`config.mk`:
```
export PLATFORM = sky130hd
export DESIGN_NAME = fp_iter_sequencer
export DESIGN_NICKNAME = d
export VERILOG_FILES = /design/src/rtl/fp_iter_sequencer_pkg.sv /design/src/rtl/fp_iter_sequencer_counter.sv /design/src/rtl/fp_iter_sequencer.sv
export SDC_FILE = /design/constraint.sdc
export NUM_CORES = 1
export LEC_CHECK = 0
export ABC_AREA = 1
export CAP_MARGIN = 15
export CORE_MARGIN = 2
export CORE_UTILIZATION = 50
export DETAILED_ROUTE_END_ITERATION = 12
export PLACE_DENSITY = 0.89
export SLEW_MARGIN = 20
export SYNTH_ARGS = -nofsm -noshare
export SYNTH_HDL_FRONTEND = slang
export SYNTH_HIERARCHICAL = 1
export SYNTH_SLANG_ARGS = --single-unit
```
`constraint.sdc`:
```
create_clock -name clk -period 4.69 [get_ports clk]
set_clock_uncertainty 0.05 [all_clocks]
set_input_delay 0.938 -clock clk [delete_from_list [all_inputs] [get_ports clk]]
set_output_delay 0.938 -clock clk [all_outputs]
set_load 0.005 [all_outputs]
```
`src/rtl/fp_iter_sequencer_pkg.sv`:
```
// Shared definitions for the iteration sequencer: counter width, FSM state
// encoding and the helper that resolves a requested iteration count.
package fp_iter_pkg;

    // Width of the iteration counter and of the iter_cnt / remaining ports.
    localparam int ITER_W = 6;

    // Sequencer states. The unused encoding 2'b11 is recovered to IDLE.
    typedef enum logic [1:0] {
        IDLE = 2'd0,
        RUN  = 2'd1,
        DONE = 2'd2
    } iter_state_t;

    // A request of zero iterations selects the configured default count.
    function automatic logic [ITER_W-1:0] resolve_iter(
        input logic [ITER_W-1:0] req,
        input logic [ITER_W-1:0] dflt
    );
        logic [ITER_W-1:0] res;
        if (req == {ITER_W{1'b0}}) begin
            res = dflt;
        end else begin
            res = req;
        end
        return res;
    endfunction

endpackage : fp_iter_pkg

```
`src/rtl/fp_iter_sequencer_counter.sv`:
```
// iter_down_counter: loadable, enable-gated down counter for the iteration
// sequencer. Asynchronous active-high clear (rst_i) plus a synchronous clear
// (clr_i). Priority: clr_i > load_i > en_i. The count saturates at zero so a
// stray enable can never wrap it to the maximum value.
module iter_down_counter
    import fp_iter_pkg::*;
(
    input  logic              clk_i,
    input  logic              rst_i,
    input  logic              clr_i,
    input  logic              load_i,
    input  logic [ITER_W-1:0] load_val_i,
    input  logic              en_i,
    output logic [ITER_W-1:0] count_o
);

    logic [ITER_W-1:0] count_q;
    logic [ITER_W-1:0] count_d;

    // Next count: clear, load, or saturating decrement.
    always_comb begin
        count_d = count_q;
        if (clr_i) begin
            count_d = {ITER_W{1'b0}};
        end else if (load_i) begin
            count_d = load_val_i;
        end else if (en_i && (count_q != {ITER_W{1'b0}})) begin
            count_d = count_q - {{(ITER_W-1){1'b0}}, 1'b1};
        end else begin
            count_d = count_q;
        end
    end

    // Count register with asynchronous clear.
    always_ff @(posedge clk_i or posedge rst_i) begin
        if (rst_i) begin
            count_q <= {ITER_W{1'b0}};
        end else begin
            count_q <= count_d;
        end
    end

    assign count_o = count_q;

endmodule : iter_down_counter

```
`src/rtl/fp_iter_sequencer.sv`:
```
// fp_iter_sequencer: drives an iterative floating-point datapath.
// A start request loads the iteration counter (iter_cnt, or DEFAULT_ITER when
// iter_cnt is zero); the sequencer then issues one step_en per cycle, flags
// the final iteration with last_step and finishes with a one-cycle done pulse.
// abort returns to IDLE without a done pulse and always wins over start.
//
// Build option: define FP_ITER_STALL_EN to add the stall input. While stall
// is high in RUN the step strobe is suppressed and counter/state are held.
// Without the macro the port does not exist and RUN advances every cycle.
//
// Outputs are decoded straight from the state and counter flops (plus the
// stall input when enabled), so an asynchronous rst clears them immediately.
module fp_iter_sequencer
    import fp_iter_pkg::*;
#(
    parameter logic [ITER_W-1:0] DEFAULT_ITER = 6'd24
) (
    input  logic              clk,
    input  logic              rst,
    input  logic              start,
    input  logic [ITER_W-1:0] iter_cnt,
    input  logic              abort,
`ifdef FP_ITER_STALL_EN
    input  logic              stall,
`endif
    output logic              busy,
    output logic              step_en,
    output logic              last_step,
    output logic              done,
    output logic [ITER_W-1:0] remaining
);

    iter_state_t       state_q;
    iter_state_t       state_d;

    logic              cnt_clr;
    logic              cnt_load;
    logic              cnt_en;
    logic              stall_act;
    logic [ITER_W-1:0] load_val;
    logic [ITER_W-1:0] cnt_val;

`ifdef FP_ITER_STALL_EN
    assign stall_act = stall;
`else
    assign stall_act = 1'b0;
`endif

    assign load_val = resolve_iter(iter_cnt, DEFAULT_ITER);

    // Next-state and counter-control decode; abort has top priority.
    always_comb begin
        state_d  = state_q;
        cnt_clr  = 1'b0;
        cnt_load = 1'b0;
        cnt_en   = 1'b0;
        case (state_q)
            IDLE: begin
                if (abort) begin
                    // abort together with start keeps the block idle
                    state_d = IDLE;
                    cnt_clr = 1'b1;
                end else if (start) begin
                    state_d  = RUN;
                    cnt_load = 1'b1;
                end else begin
                    state_d = IDLE;
                end
            end
            RUN: begin
                if (abort) begin
                    state_d = IDLE;
                    cnt_clr = 1'b1;
                end else if (stall_act) begin
                    state_d = RUN;
                end else if (cnt_val <= 6'd1) begin
                    // final iteration (<= also rescues an impossible zero count)
                    state_d = DONE;
                    cnt_en  = 1'b1;
                end else begin
                    state_d = RUN;
                    cnt_en  = 1'b1;
                end
            end
            DONE: begin
                if (abort) begin
                    state_d = IDLE;
                    cnt_clr = 1'b1;
                end else if (start) begin
                    // back-to-back run, no idle gap
                    state_d  = RUN;
                    cnt_load = 1'b1;
                end else begin
                    state_d = IDLE;
                end
            end
            default: begin
                state_d = IDLE;
                cnt_clr = 1'b1;
            end
        endcase
    end

    // State register with asynchronous reset to IDLE.
    always_ff @(posedge clk or posedge rst) begin
        if (rst) begin
            state_q <= IDLE;
        end else begin
            state_q <= state_d;
        end
    end

    // Iteration counter; its value is the remaining output.
    iter_down_counter u_cnt (
        .clk_i      (clk),
        .rst_i      (rst),
        .clr_i      (cnt_clr),
        .load_i     (cnt_load),
        .load_val_i (load_val),
        .en_i       (cnt_en),
        .count_o    (cnt_val)
    );

    // Output decode from the state and counter flops.
    always_comb begin
        busy      = 1'b0;
        step_en   = 1'b0;
        last_step = 1'b0;
        done      = 1'b0;
        remaining = cnt_val;
        if (state_q == RUN) begin
            busy      = 1'b1;
            step_en   = ~stall_act;
            last_step = ~stall_act && (cnt_val == 6'd1);
        end else if (state_q == DONE) begin
            busy = 1'b1;
            done = 1'b1;
        end else begin
            busy = 1'b0;
        end
    end

endmodule : fp_iter_sequencer

```
# Yosys cells after proc, flatten, opt, wreduce, memory -nomap -nowiden
# Index checks and enable logic that the tools add are counted.
totals:
  ff_bits: 8
  in_bits: 10
  out_inout_bits: 10
  word_cells: 35
classes:
  addsub: 1
  n_lt_le_gt_ge: 1
  eq_ne: 3
  muxes: 21
  n_reduce_logical: 7
ops:
  columns: ["operator", "count"]
  rows:
  - ["$mux W6", 4]
  - ["$mux W1", 14]
  - ["$eq A6 B1 Y1 const B", 1]
  - ["$le A6 B1 Y1 const B", 1]
  - ["$logic_not A6 Y1", 1]
  - ["$reduce_bool A6 Y1", 1]
  - ["$sub A6 B1 Y6 const B", 1]
  - ["$mux W2", 2]
  - ["$pmux W2 S2", 1]
  - ["$reduce_bool A3 Y1", 1]
  - ["$reduce_or A3 Y1", 1]
  - ["$eq A2 B1 Y1 const B", 1]
  - ["$eq A2 B2 Y1 const B", 1]
  - ["$logic_not A2 Y1", 1]
  - ["$reduce_or A2 Y1", 1]
  - ["$logic_and A1 B1 Y1", 1]

# Logic depth before layout (Yosys ltp)
# Gate-level depths: netlist of run 1.
logic_depth:
  depth_word: 6
  depth_mapped: 12
  depth_no_buf: 12

# Modules after synthesis
# The synthesis of run 1 kept the hierarchy.
by_module_without_submodules:
  columns: ["mod", "n_inst", "cells_each", "area_per_inst_um2", "seq_area_each_um2"]
  rows:
  - ["iter_down_counter", 1, 65, 457.9, 150.1]
  - ["fp_iter_sequencer", 1, 44, 281.5, 50.0]

# Least setup slack after synthesis of run 1
# Ideal clock, no wire load.
synth_timing:
  path_kind: "input -> register"
  start: "in start"
  end: "reg u_cnt.count_q[5], in the netlist u_cnt/count_o[5]"
  setup_ps: 124
  arrival_ps: 1723
  required_ps: 4516
  setup_slack_ps: 2794
  stages: 6
  n_path_buf: 0
  path_cell_list: "nand2_1 -> nor2_1 -> inv_2 -> or2_2 -> nand3_1 -> o21bai_2"
synth_via:
  elab_chain_cells: 5
  word_cells_on_any_way: 6
  classes_between: "mux: 5; reduce/logical: 1"
synth_rtl:
  columns: ["item", "line", "source"]
  rows:
  - ["start: declaration", "fp_iter_sequencer.sv:20", "input logic start,"]
  - ["$mux W1 (*)", "fp_iter_sequencer.sv:63, fp_iter_sequencer.sv:89", null]
  - ["$mux W1 (*)", "fp_iter_sequencer.sv:86", "if (abort) begin"]
  - ["$mux W1 (*)", null, null]
  - ["net cnt_load", "fp_iter_sequencer.sv:37", "logic cnt_load;"]
  - ["$mux W6", "fp_iter_sequencer_counter.sv:25", "end else if (load_i) begin"]
  - ["$mux W6", "fp_iter_sequencer_counter.sv:23", "if (clr_i) begin"]
  - ["end signal: assignment", "fp_iter_sequencer_counter.sv:37", "count_q <= {ITER_W{1'b0}};"]
  - ["end signal: assignment", "fp_iter_sequencer_counter.sv:39", "count_q <= count_d;"]
  - ["end: declaration", "fp_iter_sequencer_counter.sv:17", "logic [ITER_W-1:0] count_q;"]
# The timed path passes the listed nets; every way through them passes the cells marked *.
# A chain may end at the register's enable or synchronous reset.

# Worst setup path after layout of run 1
layout_timing:
  start: "reg state_q[1]"
  end: "out last_step"
layout_via:
  elab_chain_cells: 2
layout_rtl:
  columns: ["item", "line", "source"]
  rows:
  - ["start: declaration", "fp_iter_sequencer.sv:33", "iter_state_t state_q;"]
  - ["start signal: assignment", "fp_iter_sequencer.sv:109", "state_q <= state_d;"]
  - ["$eq A2 B1 Y1", "fp_iter_sequencer.sv:131", "if (state_q == RUN) begin"]
  - ["$mux W1", "fp_iter_sequencer.sv:131", null]
  - ["end: declaration", "fp_iter_sequencer.sv:28", "output logic last_step,"]
# Every way passes these cells.

==> results of run 1 <==
synth_stat cells:
cell type / count
sky130_fd_sc_hd__a21boi_1: 1
sky130_fd_sc_hd__a21o_2: 1
sky130_fd_sc_hd__clkbuf_1: 4
sky130_fd_sc_hd__clkinv_2: 1
sky130_fd_sc_hd__dfrtp_1: 8
sky130_fd_sc_hd__ha_1: 7
sky130_fd_sc_hd__inv_1: 15
sky130_fd_sc_hd__inv_2: 5
sky130_fd_sc_hd__inv_4: 1
sky130_fd_sc_hd__nand2_1: 22
sky130_fd_sc_hd__nand2_2: 3
sky130_fd_sc_hd__nand2_4: 2
sky130_fd_sc_hd__nand3_1: 6
sky130_fd_sc_hd__nand3_2: 2
sky130_fd_sc_hd__nand4_1: 2
sky130_fd_sc_hd__nor2_1: 16
sky130_fd_sc_hd__nor2_2: 2
sky130_fd_sc_hd__nor2_4: 1
sky130_fd_sc_hd__o21ai_0: 3
sky130_fd_sc_hd__o21ai_1: 2
sky130_fd_sc_hd__o21bai_2: 1
sky130_fd_sc_hd__o22ai_1: 2
sky130_fd_sc_hd__or2_2: 1
sky130_fd_sc_hd__xor2_1: 1
cell families (layout without fill, tap and decap cells):
| kind of cell | count (synthesis) | count (layout) | share of synthesized area (%) |
|---|---|---|---|
| AND/OR/NAND/NOR | 57 | 57 | 37.39 |
| flip-flops | 8 | 8 | 27.07 |
| adder cells (fa/ha/maj) | 7 | 7 | 11.84 |
| buffers and inverters | 26 | 44 | 13.70 |
| XOR/XNOR | 1 | 1 | 1.185 |
| AO/OA/AOI/OAI | 10 | 10 | 8.798 |
power breakdown:
group	switching, W	internal, W
sequential	0.0000311	0.0000900
clock	0.0000256	0.0000294
combinational	0.000151	0.000134
total	0.000208	0.000253
metrics by stage:
step                power (W)  hold WS, ns
detailed placement  0.0004040       0.5686
finish              0.0004608       0.5739
floorplan           0.0003026       0.5144
global route        0.0004994       0.6048
CTS                 0.0004601       0.5802
global placement    0.0003920       0.5360
per-layer routing:
layer | share of wire (%) | vias up
met4 | 0.25 | 0
li1 | - | 366
met2 | 50 | 24
met3 | 5.2 | 2
met5 | 0 | -
met1 | 45 | 324
critical path: stages (launching register included):
cell	delay, ns
sky130_fd_sc_hd__dfrtp_1	0.41
sky130_fd_sc_hd__inv_1	0.10
sky130_fd_sc_hd__ha_1	0.27
sky130_fd_sc_hd__nand2_1	0.09
sky130_fd_sc_hd__nor2_1	0.10
sky130_fd_sc_hd__clkdlybuf4s50_1	0.50
registers in the layout, indices dropped and copies added (netlist names):
name / count
u_cnt/count_o: 6
state_q: 2
worst paths after layout:
path                       cells past startpoint               end        startpoint  slack [ns]
min in group asynchronous                      2        state_q[0]               rst        0.79
hold reg to reg                                2  u_cnt/count_o[4]  u_cnt/count_o[4]        0.57
max in group asynchronous                      2  u_cnt/count_o[3]               rst        3.48
hold / removal                                 2  u_cnt/count_o[4]  u_cnt/count_o[4]        0.57
setup / recovery                               5         last_step        state_q[1]        1.98
setup reg to reg                              10  u_cnt/count_o[5]        state_q[0]        2.82
layout make-up:
class                      count  share of cell area (%)
tap                           15                   1.963
clock buffer                   3                   2.356
timing repair buffer          19                   19.90
multi-input combinational     75                   45.81
sequential                     8                   20.94
inverter                      22                   9.031
==> results.py, run 1 <==
metrics = {
    "outcome": {
        "result_of_the_run": "finished clean",
    },
    "floorplanning": {
        "dieHeight_um": 42.46,
        "fp.dieArea_um2": 1802,
        "ios": 20,
        "cell_row_count": 13,
        "placeableCoreArea_um2": 1334,
        "die-width_um": 42.46,
        "initial_utilization_pct": 55.44,
    },
    "placed_design": {
        "detailed_place_hpwl_um": 1311,
        "preCtsSetupSlack_ns": 2.184,
        "dpl_cell_area_um2": 933.4,
        "total_instance_count_after_detailed_placement": 139,
        "buffer_ports.inserted": 19,
        "gp_routability_congestion": 0.8280,
    },
    "route": {
        "first_iter_violations": 24,
        "dr_drc_count": 0,
        "vias_per_cell": 5.042,
        "vias": 716,
        "route.detailed.wl_per_inst_um": 11.35,
        "wl_um": 1611,
        "drt_first_pass_iters": 5,
        "postRouteAntennaNets": 0,
    },
    "timing": {
        "timing.final.hold_violations": 0,
        "timing.max_slew.rel_slack_pct": 78.31,
        "setup_tns_ns": 0,
        "rsz0062_at_grt": "false",
        "max_slew.worst_pin.slew_ns": 0.3241,
        "min_period_over_period_pct": 57.75,
        "fmax_ghz": 0.3692,
        "final-setup-viol-count": 0,
        "finalWorstSetupSlack_ns": 1.981,
        "final_max_slew_viol_count": 0,
        "final_period_minus_worst_setup_slack_ns": 2.709,
    },
    "global_route": {
        "globalRouteMet2Util_pct": 33.85,
        "grt_first_pass_wirelength_um": 2684,
        "number_of_antenna_violations_at_the_first_check_in_global_routing": 0,
        "grt_util_met1_pct": 23.82,
        "top_usage_layer": "met2",
        "globalRoute.totalOverflow": 0,
        "groute.layer.met3.usage_pct": 6.466,
        "grt_max_degree": 11,
        "grt.total_usage_pct": 19.93,
        "grt_pass1_vias": 663,
    },
    "final_layout": {
        "drive_above_1_share_pct": 18.11,
        "final-instance-count-excl-fill": 142,
        "count_of_fill_cells_added_during_filler_insertion": 116,
        "ff_latch_area_um2": 200.2,
        "stdcell_area_um2": 955.9,
        "finalCoreUtilization_pct": 71.67,
        "most_frequent_cells_in_the_layout": "22 x sky130_fd_sc_hd__nand2_1, 19 x sky130_fd_sc_hd__clkdlybuf4s50_1, 16 x sky130_fd_sc_hd__nor2_1",
        "flow.area_growth_from_synthesis_pct": 29.27,
        "antenna_cells": 0,
        "layout.cells.most_common": "sky130_fd_sc_hd__nand2_1",
        "final_net_count": 146,
        "multiInputGateArea_um2": 437.9,
    },
    "critical_path": {
        "worst-path-max-fanout": 4,
        "endpoint_kind": "primary output",
        "worst-setup-path-type": "reg2out",
        "cp_data_arrival_time_ns": 1.72,
        "crit_path_start_kind": "register",
        "required_ns": 3.70,
    },
    "clocking": {
        "cts_max_level": 1,
        "post_cts_buffers": 0,
        "number_of_buffers_between_clock_root_and_the_deepest_sink": 2,
        "clock_tree_root": "sky130_fd_sc_hd__clkbuf_4",
        "clkTransAtPathRegs_ns": 0.05,
        "cts_sinks": 8,
        "cts_resized": 0,
        "post_cts_hold_buffer_count": 0,
        "cts_inserted_buffers": 3,
        "clock_latency_ns": 0.26,
        "cts_tree": "yes",
    },
    "synth": {
        "yosysTopAreaCell": "sky130_fd_sc_hd__dfrtp_1",
        "yosysSeqAreaShare_pct": 27.07,
        "post_synthesis_net_count": 126,
        "syn_area_um2": 739.5,
        "ys_seq_elements": 8,
        "postSynthCellCount": 109,
        "area_share_of_the_leading_cell_type_in_the_synthesized_netlist_pct": 27.07,
        "synth.yosys.warnings": 6,
        "synth.avg_cell_area_um2": 6.784,
        "post_synth_num_cell_types": 24,
        "post_synth_main_area_contributors": "sky130_fd_sc_hd__dfrtp_1 27%, sky130_fd_sc_hd__ha_1 12%, sky130_fd_sc_hd__nand2_1 11%",
    },
    "power_and_ir_drop": {
        "power.leakage_nw": 0.4943,
        "power-per-cell-area_nw_per_um2": 482.1,
        "vdd_ir_drop_max_mv": 0.2829,
    },
    "worst_hold_path": {
        "hold_path.class": "reg2reg",
    },
    "run": {
        "drv_cap": 0,
    },
}
Power figures use the tool's default switching activity.
==> run 2: changes to the inputs <==
--- a/config.mk
+++ b/config.mk
@@ -8,9 +8,9 @@
 export ABC_AREA = 1
 export CAP_MARGIN = 15
 export CORE_MARGIN = 2
-export CORE_UTILIZATION = 50
+export CORE_UTILIZATION = 47
 export DETAILED_ROUTE_END_ITERATION = 12
-export PLACE_DENSITY = 0.89
+export PLACE_DENSITY = 0.85
 export SLEW_MARGIN = 20
 export SYNTH_ARGS = -nofsm -noshare
 export SYNTH_HDL_FRONTEND = slang
==> constraint.sdc (replaced) <==
create_clock -name clk -period 2.79 [get_ports clk]
set_clock_uncertainty 0.05 [all_clocks]
set_input_delay 0.558 -clock clk [delete_from_list [all_inputs] [get_ports clk]]
set_output_delay 0.558 -clock clk [all_outputs]
set_load 0.005 [all_outputs]
==> run 2 against run 1 <==
Critical path depth did not move. Largest power group unchanged. Final cell count rose by 0.70%. Highest routed layer unchanged. Flip-flop and latch count did not move. Sequential power rose by 66%. Die area rose by 5.8%. Sequential share of layout area barely moved. Count of clock-buffer cells in the layout did not move. Combinational power rose by 69%. Hold slack got worse by 0.14 ns. Register-to-register slack got worse by 1.9 ns. Design area rose by 0.13%.
==> results.py, run 2 (synthesis gave the netlist of run 1 again) <==
metrics = {
    "outcome": {
        "result_of_the_run": "finished clean",
    },
    "timing": {
        "rsz0062_at_grt": "false",
        "final-setup-viol-count": 0,
        "final_max_slew_viol_count": 0,
        "final_period_minus_worst_setup_slack_ns": 2.328,
        "max_slew.worst_pin.slew_ns": 0.2997,
        "timing.final.hold_violations": 0,
        "min_period_over_period_pct": 83.44,
        "finalWorstSetupSlack_ns": 0.4621,
        "fmax_ghz": 0.4296,
        "timing.max_slew.rel_slack_pct": 79.94,
        "setup_tns_ns": 0,
    },
    "clocking": {
        "cts_sinks": 8,
        "clkTransAtPathRegs_ns": 0.06,
        "post_cts_buffers": 0,
        "cts_tree": "yes",
        "cts_inserted_buffers": 3,
        "cts_max_level": 1,
        "clock_latency_ns": 0.25,
        "cts_resized": 0,
        "number_of_buffers_between_clock_root_and_the_deepest_sink": 2,
        "post_cts_hold_buffer_count": 0,
        "clock_tree_root": "sky130_fd_sc_hd__clkbuf_4",
    },
    "run": {
        "drv_cap": 0,
    },
    "critical_path": {
        "required_ns": 2.18,
        "crit_chain": "inv_1, ha_1, nand2_1, nor2_1, clkdlybuf4s50_1",
        "worst-path-max-fanout": 4,
        "cp_data_arrival_time_ns": 1.72,
        "cpLargestDelayFamily": "buffers and inverters",
        "timing.reg2reg.setup_slack_ns": 0.91,
        "critical_path_buf_inv_count": 2,
        "critical_path.max_stage_delay_ns": 0.50,
        "critical_path.reg2reg.startpoint": "state_q[0]",
        "worst-setup-path-type": "reg2out",
        "crit_path_start_kind": "register",
        "r2r-end": "u_cnt/count_o[5]",
        "worst_path_max_delay_cell": "sky130_fd_sc_hd__clkdlybuf4s50_1",
        "reg2regPathDepth": 10,
        "endpoint_kind": "primary output",
    },
    "route": {
        "drt_first_pass_iters": 4,
        "first_iter_violations": 23,
        "vias": 739,
        "postRouteAntennaNets": 0,
        "vias_per_cell": 5.168,
        "route.detailed.wl_per_inst_um": 11.74,
        "dr_drc_count": 0,
        "wl_um": 1679,
    },
    "power_and_ir_drop": {
        "power.leakage_nw": 0.4943,
        "vdd_ir_drop_max_mv": 0.3286,
        "switching_share_pct": 44.84,
        "p_seq_share_pct": 26.0,
        "power-per-cell-area_nw_per_um2": 807.1,
        "power.combinational.fraction_pct": 62.3,
        "internal_power_w": 0.0004261,
        "design_power_total_w": 0.0007726,
        "pwr-share-clk_pct": 11.7,
        "p_sw_w": 0.0003465,
    },
    "final_layout": {
        "most_frequent_cells_in_the_layout": "22 x sky130_fd_sc_hd__nand2_1, 19 x sky130_fd_sc_hd__clkdlybuf4s50_1, 16 x sky130_fd_sc_hd__nor2_1",
        "antenna_cells": 0,
        "flip_flop_count_of_the_largest_register_all_copies_and_words_added": 6,
        "drive_above_1_share_pct": 18.11,
        "count_of_fill_cells_added_during_filler_insertion": 137,
        "multiInputGateArea_um2": 437.9,
        "final_net_count": 146,
        "layout.cells.most_common": "sky130_fd_sc_hd__nand2_1",
        "ff_latch_area_um2": 200.2,
        "flow.area_growth_from_synthesis_pct": 29.44,
        "finalCoreUtilization_pct": 64.29,
    },
    "placed_design": {
        "detailed_place_hpwl_um": 1369,
        "gp_routability_congestion": 0.8419,
        "buffer_ports.inserted": 19,
        "preCtsSetupSlack_ns": 0.6750,
    },
    "global_route": {
        "grt_first_pass_wirelength_um": 2842,
        "number_of_antenna_violations_at_the_first_check_in_global_routing": 0,
        "grt.total_usage_pct": 20.46,
        "grt_pass1_vias": 646,
        "grt_max_degree": 11,
        "globalRoute.totalOverflow": 0,
    },
    "floorplanning": {
        "initial_utilization_pct": 49.66,
        "ios": 20,
        "dieHeight_um": 43.67,
        "cell_row_count": 14,
        "placeableCoreArea_um2": 1489,
        "fp.dieArea_um2": 1907,
        "die-width_um": 43.67,
    },
    "worst_hold_path": {
        "hold_path.class": "in2async",
    },
}
[run 2: cell counts in the layout (fill, tap and decap cells not counted)]
No cell type changed its count.
[run 2: area by class of cell]
cell class | instances | share of cell area (%)
Sequential cell | 8 | 20.92
Multi-Input combinational cell | 75 | 45.75
Tap cell | 16 | 2.092
Timing Repair Buffer | 19 | 19.87
Inverter | 22 | 9.020
Clock buffer | 3 | 2.353
[run 2: worst reg2reg max path: stages, from the launching register on]
cell                       delay, ns
sky130_fd_sc_hd__dfrtp_1        0.40
sky130_fd_sc_hd__inv_1          0.12
sky130_fd_sc_hd__ha_1           0.17
sky130_fd_sc_hd__inv_1          0.04
sky130_fd_sc_hd__nand2_1        0.08
sky130_fd_sc_hd__nand2_1        0.06
sky130_fd_sc_hd__nor2_1         0.25
sky130_fd_sc_hd__inv_2          0.15
sky130_fd_sc_hd__or2_2          0.29
sky130_fd_sc_hd__nand3_1        0.10
sky130_fd_sc_hd__o21bai_2       0.06
[run 2: per-stage QoR]
step | cell area (um^2) | instances | hold WS (ns)
final | 957.2 | 143 | 0.4315
after global routing | 957.2 | 143 | 0.4273
after CTS | 957.2 | 143 | 0.4269
after detailed placement | 934.6 | 140 | 0.5472
after global placement | 934.6 | 140 | 0.5379
after floorplan | 739.5 | 109 | 0.2492
[run 2: metal layers]
metal | track usage [%] | vias up | wire length (um)
li1 | - | 366 | -
met1 | 27.06 | 342 | 760
met2 | 33.24 | 29 | 839
met3 | 3.750 | 2 | 73
met4 | 7.273 | 0 | 6
met5 | 0 | - | 0
[run 2: worst max-delay path by stage]
stage | start | endpoint | slack [ns] | cells past startpoint
2_1_floorplan | state_q[0] | u_cnt/count_o[5] | 1.12 | 10
3_3_place_gp | start | u_cnt/count_o[5] | 0.72 | 7
3_5_place_dp | start | u_cnt/count_o[5] | 0.67 | 7
4_1_cts | state_q[1] | last_step | 0.43 | 5
5_1_grt | state_q[1] | last_step | 0.34 | 5
6_report | state_q[1] | last_step | 0.46 | 5
[run 2: power by group through the flow]
stage / Sequential (W) / Combinational, W / Clock [W]
after global routing: 0.000210 / 0.000531 / 0.000105
after CTS: 0.000201 / 0.000480 / 0.0000954
after floorplan: 0.000197 / 0.000312 / 0
after detailed placement: 0.000204 / 0.000475 / 0
after global placement: 0.000200 / 0.000461 / 0
final: 0.000201 / 0.000481 / 0.0000903
==> run 3: changes to the inputs <==
--- a/config.mk
+++ b/config.mk
@@ -8,9 +8,9 @@
 export ABC_AREA = 1
 export CAP_MARGIN = 15
 export CORE_MARGIN = 2
-export CORE_UTILIZATION = 47
+export CORE_UTILIZATION = 42
 export DETAILED_ROUTE_END_ITERATION = 12
-export PLACE_DENSITY = 0.85
+export PLACE_DENSITY = 0.81
 export SLEW_MARGIN = 20
 export SYNTH_ARGS = -nofsm -noshare
 export SYNTH_HDL_FRONTEND = slang
==> constraint.sdc (replaced) <==
create_clock -name clk -period 2 [get_ports clk]
set_clock_uncertainty 0.05 [all_clocks]
set_input_delay 0.4 -clock clk [delete_from_list [all_inputs] [get_ports clk]]
set_output_delay 0.4 -clock clk [all_outputs]
set_load 0.005 [all_outputs]
==> run 3 against run 2 <==
Non-clock buffer count increased by 6. Largest power group unchanged. Worst setup slack worse by 0.38 ns. First-iteration DRC count fell by 26%. Count of clock-buffer cells in the layout unchanged. Critical endpoint is now busy. Design area is 5.6% higher. Flip-flop and latch count did not move. Register-to-register slack got worse by 0.66 ns.
==> results.py, run 3 (synthesis gave the netlist of run 1 again) <==
metrics = {
    "timing": {
        "final-setup-viol-count": 0,
        "rsz0062_at_grt": "false",
        "fmax_ghz": 0.5228,
        "setup_tns_ns": 0,
        "min_period_over_period_pct": 95.65,
        "max_slew.worst_pin.slew_ns": 0.2429,
        "timing.max_slew.rel_slack_pct": 83.79,
        "timing.final.hold_violations": 0,
        "final_max_slew_viol_count": 0,
        "final_period_minus_worst_setup_slack_ns": 1.913,
    },
    "critical_path": {
        "worst-setup-path-type": "reg2out",
        "cp_data_arrival_time_ns": 1.46,
        "required_ns": 1.55,
        "crit_path_start_kind": "register",
        "endpoint_kind": "primary output",
        "worst-path-max-fanout": 3,
    },
    "global_route": {
        "groute.layer.met3.usage_pct": 1.984,
        "grt_first_pass_wirelength_um": 2746,
        "globalRoute.totalOverflow": 0,
        "globalRouteMet2Util_pct": 28.61,
        "number_of_antenna_violations_at_the_first_check_in_global_routing": 0,
        "top_usage_layer": "met2",
        "grt_util_met1_pct": 23.11,
        "grt_max_degree": 11,
        "grt.total_usage_pct": 18.33,
        "grt_pass1_vias": 696,
    },
    "power_and_ir_drop": {
        "internal_power_w": 0.0006337,
        "power-per-cell-area_nw_per_um2": 1107,
        "power.combinational.fraction_pct": 67.0,
        "vdd_ir_drop_max_mv": 0.6779,
        "design_power_total_w": 0.001119,
        "pwr-share-clk_pct": 10.5,
        "switching_share_pct": 43.39,
        "p_seq_share_pct": 22.5,
        "power.leakage_nw": 0.5577,
        "p_sw_w": 0.0004857,
    },
    "placed_design": {
        "detailed_place_hpwl_um": 1322,
        "buffer_ports.inserted": 19,
        "gp_routability_congestion": 0.9098,
    },
    "final_layout": {
        "final_net_count": 152,
        "drive_above_1_share_pct": 22.56,
        "count_of_fill_cells_added_during_filler_insertion": 155,
        "layout.cells.most_common": "sky130_fd_sc_hd__nand2_1",
        "flow.area_growth_from_synthesis_pct": 36.72,
        "flip_flop_count_of_the_largest_register_all_copies_and_words_added": 6,
        "most_frequent_cells_in_the_layout": "22 x sky130_fd_sc_hd__nand2_1, 17 x sky130_fd_sc_hd__clkdlybuf4s50_1, 16 x sky130_fd_sc_hd__nor2_1",
        "antenna_cells": 0,
    },
    "worst_hold_path": {
        "hold_path.class": "in2async",
    },
    "floorplanning": {
        "cell_row_count": 15,
        "placeableCoreArea_um2": 1689,
        "initial_utilization_pct": 43.78,
        "ios": 20,
        "fp.dieArea_um2": 2112,
        "dieHeight_um": 45.96,
        "die-width_um": 45.96,
    },
    "clocking": {
        "number_of_buffers_between_clock_root_and_the_deepest_sink": 2,
        "post_cts_hold_buffer_count": 0,
        "cts_sinks": 8,
        "cts_max_level": 1,
        "clock_latency_ns": 0.25,
        "cts_inserted_buffers": 3,
        "clock_tree_root": "sky130_fd_sc_hd__clkbuf_4",
        "cts_tree": "yes",
        "clkTransAtPathRegs_ns": 0.05,
    },
    "route": {
        "dr_drc_count": 0,
        "drt_first_pass_iters": 4,
        "wl_um": 1662,
        "vias_per_cell": 4.980,
        "postRouteAntennaNets": 0,
        "vias": 747,
        "first_iter_violations": 17,
        "route.detailed.wl_per_inst_um": 11.08,
    },
    "run": {
        "drv_cap": 0,
    },
    "outcome": {
        "result_of_the_run": "finished clean",
    },
}
-- run 3: cell count changes in the layout (fill, tap and decap cells not counted), sizes merged --
cell	delta
buf	+6
dlymetal6s2s	+2
clkdlybuf4s50	-2
-- run 3: layer usage --
metal  wire [um]  share of wire (%)  vias to the layer above
li1            -                  -                      380
met1         702                 42                      331
met2         846                 51                       32
met3          84                5.1                        4
met4          28                1.7                        0
met5           0                  0                        -
-- run 3: layout make-up --
class	instances	area (um^2)	area share, %
sequential	8	200.2	19.80
tap	17	21.27	2.104
clock buffer	3	22.52	2.228
multi-input combinational	75	440.4	43.56
timing repair buffer	25	240.2	23.76
inverter	22	86.33	8.540
-- run 3: power groups by stage --
| stage | registers, W | clock network, W | logic, W |
|---|---|---|---|
| 2_1_floorplan | 0.000274 | 0 | 0.000435 |
| 3_3_place_gp | 0.000256 | 0 | 0.000722 |
| 3_5_place_dp | 0.000257 | 0 | 0.000736 |
| 4_1_cts | 0.000253 | 0.000123 | 0.000749 |
| 5_1_grt | 0.000262 | 0.000125 | 0.000825 |
| 6_report | 0.000252 | 0.000118 | 0.000750 |
-- run 3: path summary, 6_finish.rpt --
kind,startpoint,end,slack (ns),depth (start not counted)
max,state_q[0],busy,0.09,3
min reg2reg,u_cnt/count_o[3],state_q[1],0.52,3
max in group asynchronous,rst,u_cnt/count_o[0],1.36,2
max reg2reg,state_q[0],u_cnt/count_o[5],0.25,10
min,rst,state_q[1],0.29,2
min in group clk,u_cnt/count_o[3],state_q[1],0.52,3
-- run 3: worst max-delay path, cell delays in order, from the launching register on --
cell and delay, ns:
sky130_fd_sc_hd__dfrtp_1 0.37, sky130_fd_sc_hd__inv_1 0.08, sky130_fd_sc_hd__ha_1 0.28, sky130_fd_sc_hd__clkdlybuf4s50_1 0.49
-- run 3: repair_timing --
item                                    in CTS  in global routing
gates resized for setup                      0                  3
buffers inserted                             1                  0
endpoints found under the setup margin       1                  2
-- run 3: per-stage QoR --
| step | cells | hold WS, ns | setup slack, ns | area (um^2) | utilization, % |
|---|---|---|---|---|---|
| finish | 150 | 0.2939 | 0.08704 | 1011 | 59.85 |
| global route | 150 | 0.3252 | 0.004136 | 1011 | 59.85 |
| CTS | 150 | 0.2870 | 0.008489 | 1003 | 59.41 |
| detailed placement | 146 | 0.5135 | 0.1584 | 973.4 | 57.63 |
| global placement | 146 | 0.4985 | 0.2119 | 973.4 | 57.63 |
| floorplan | 109 | 0.09118 | 0.3302 | 739.5 | - |
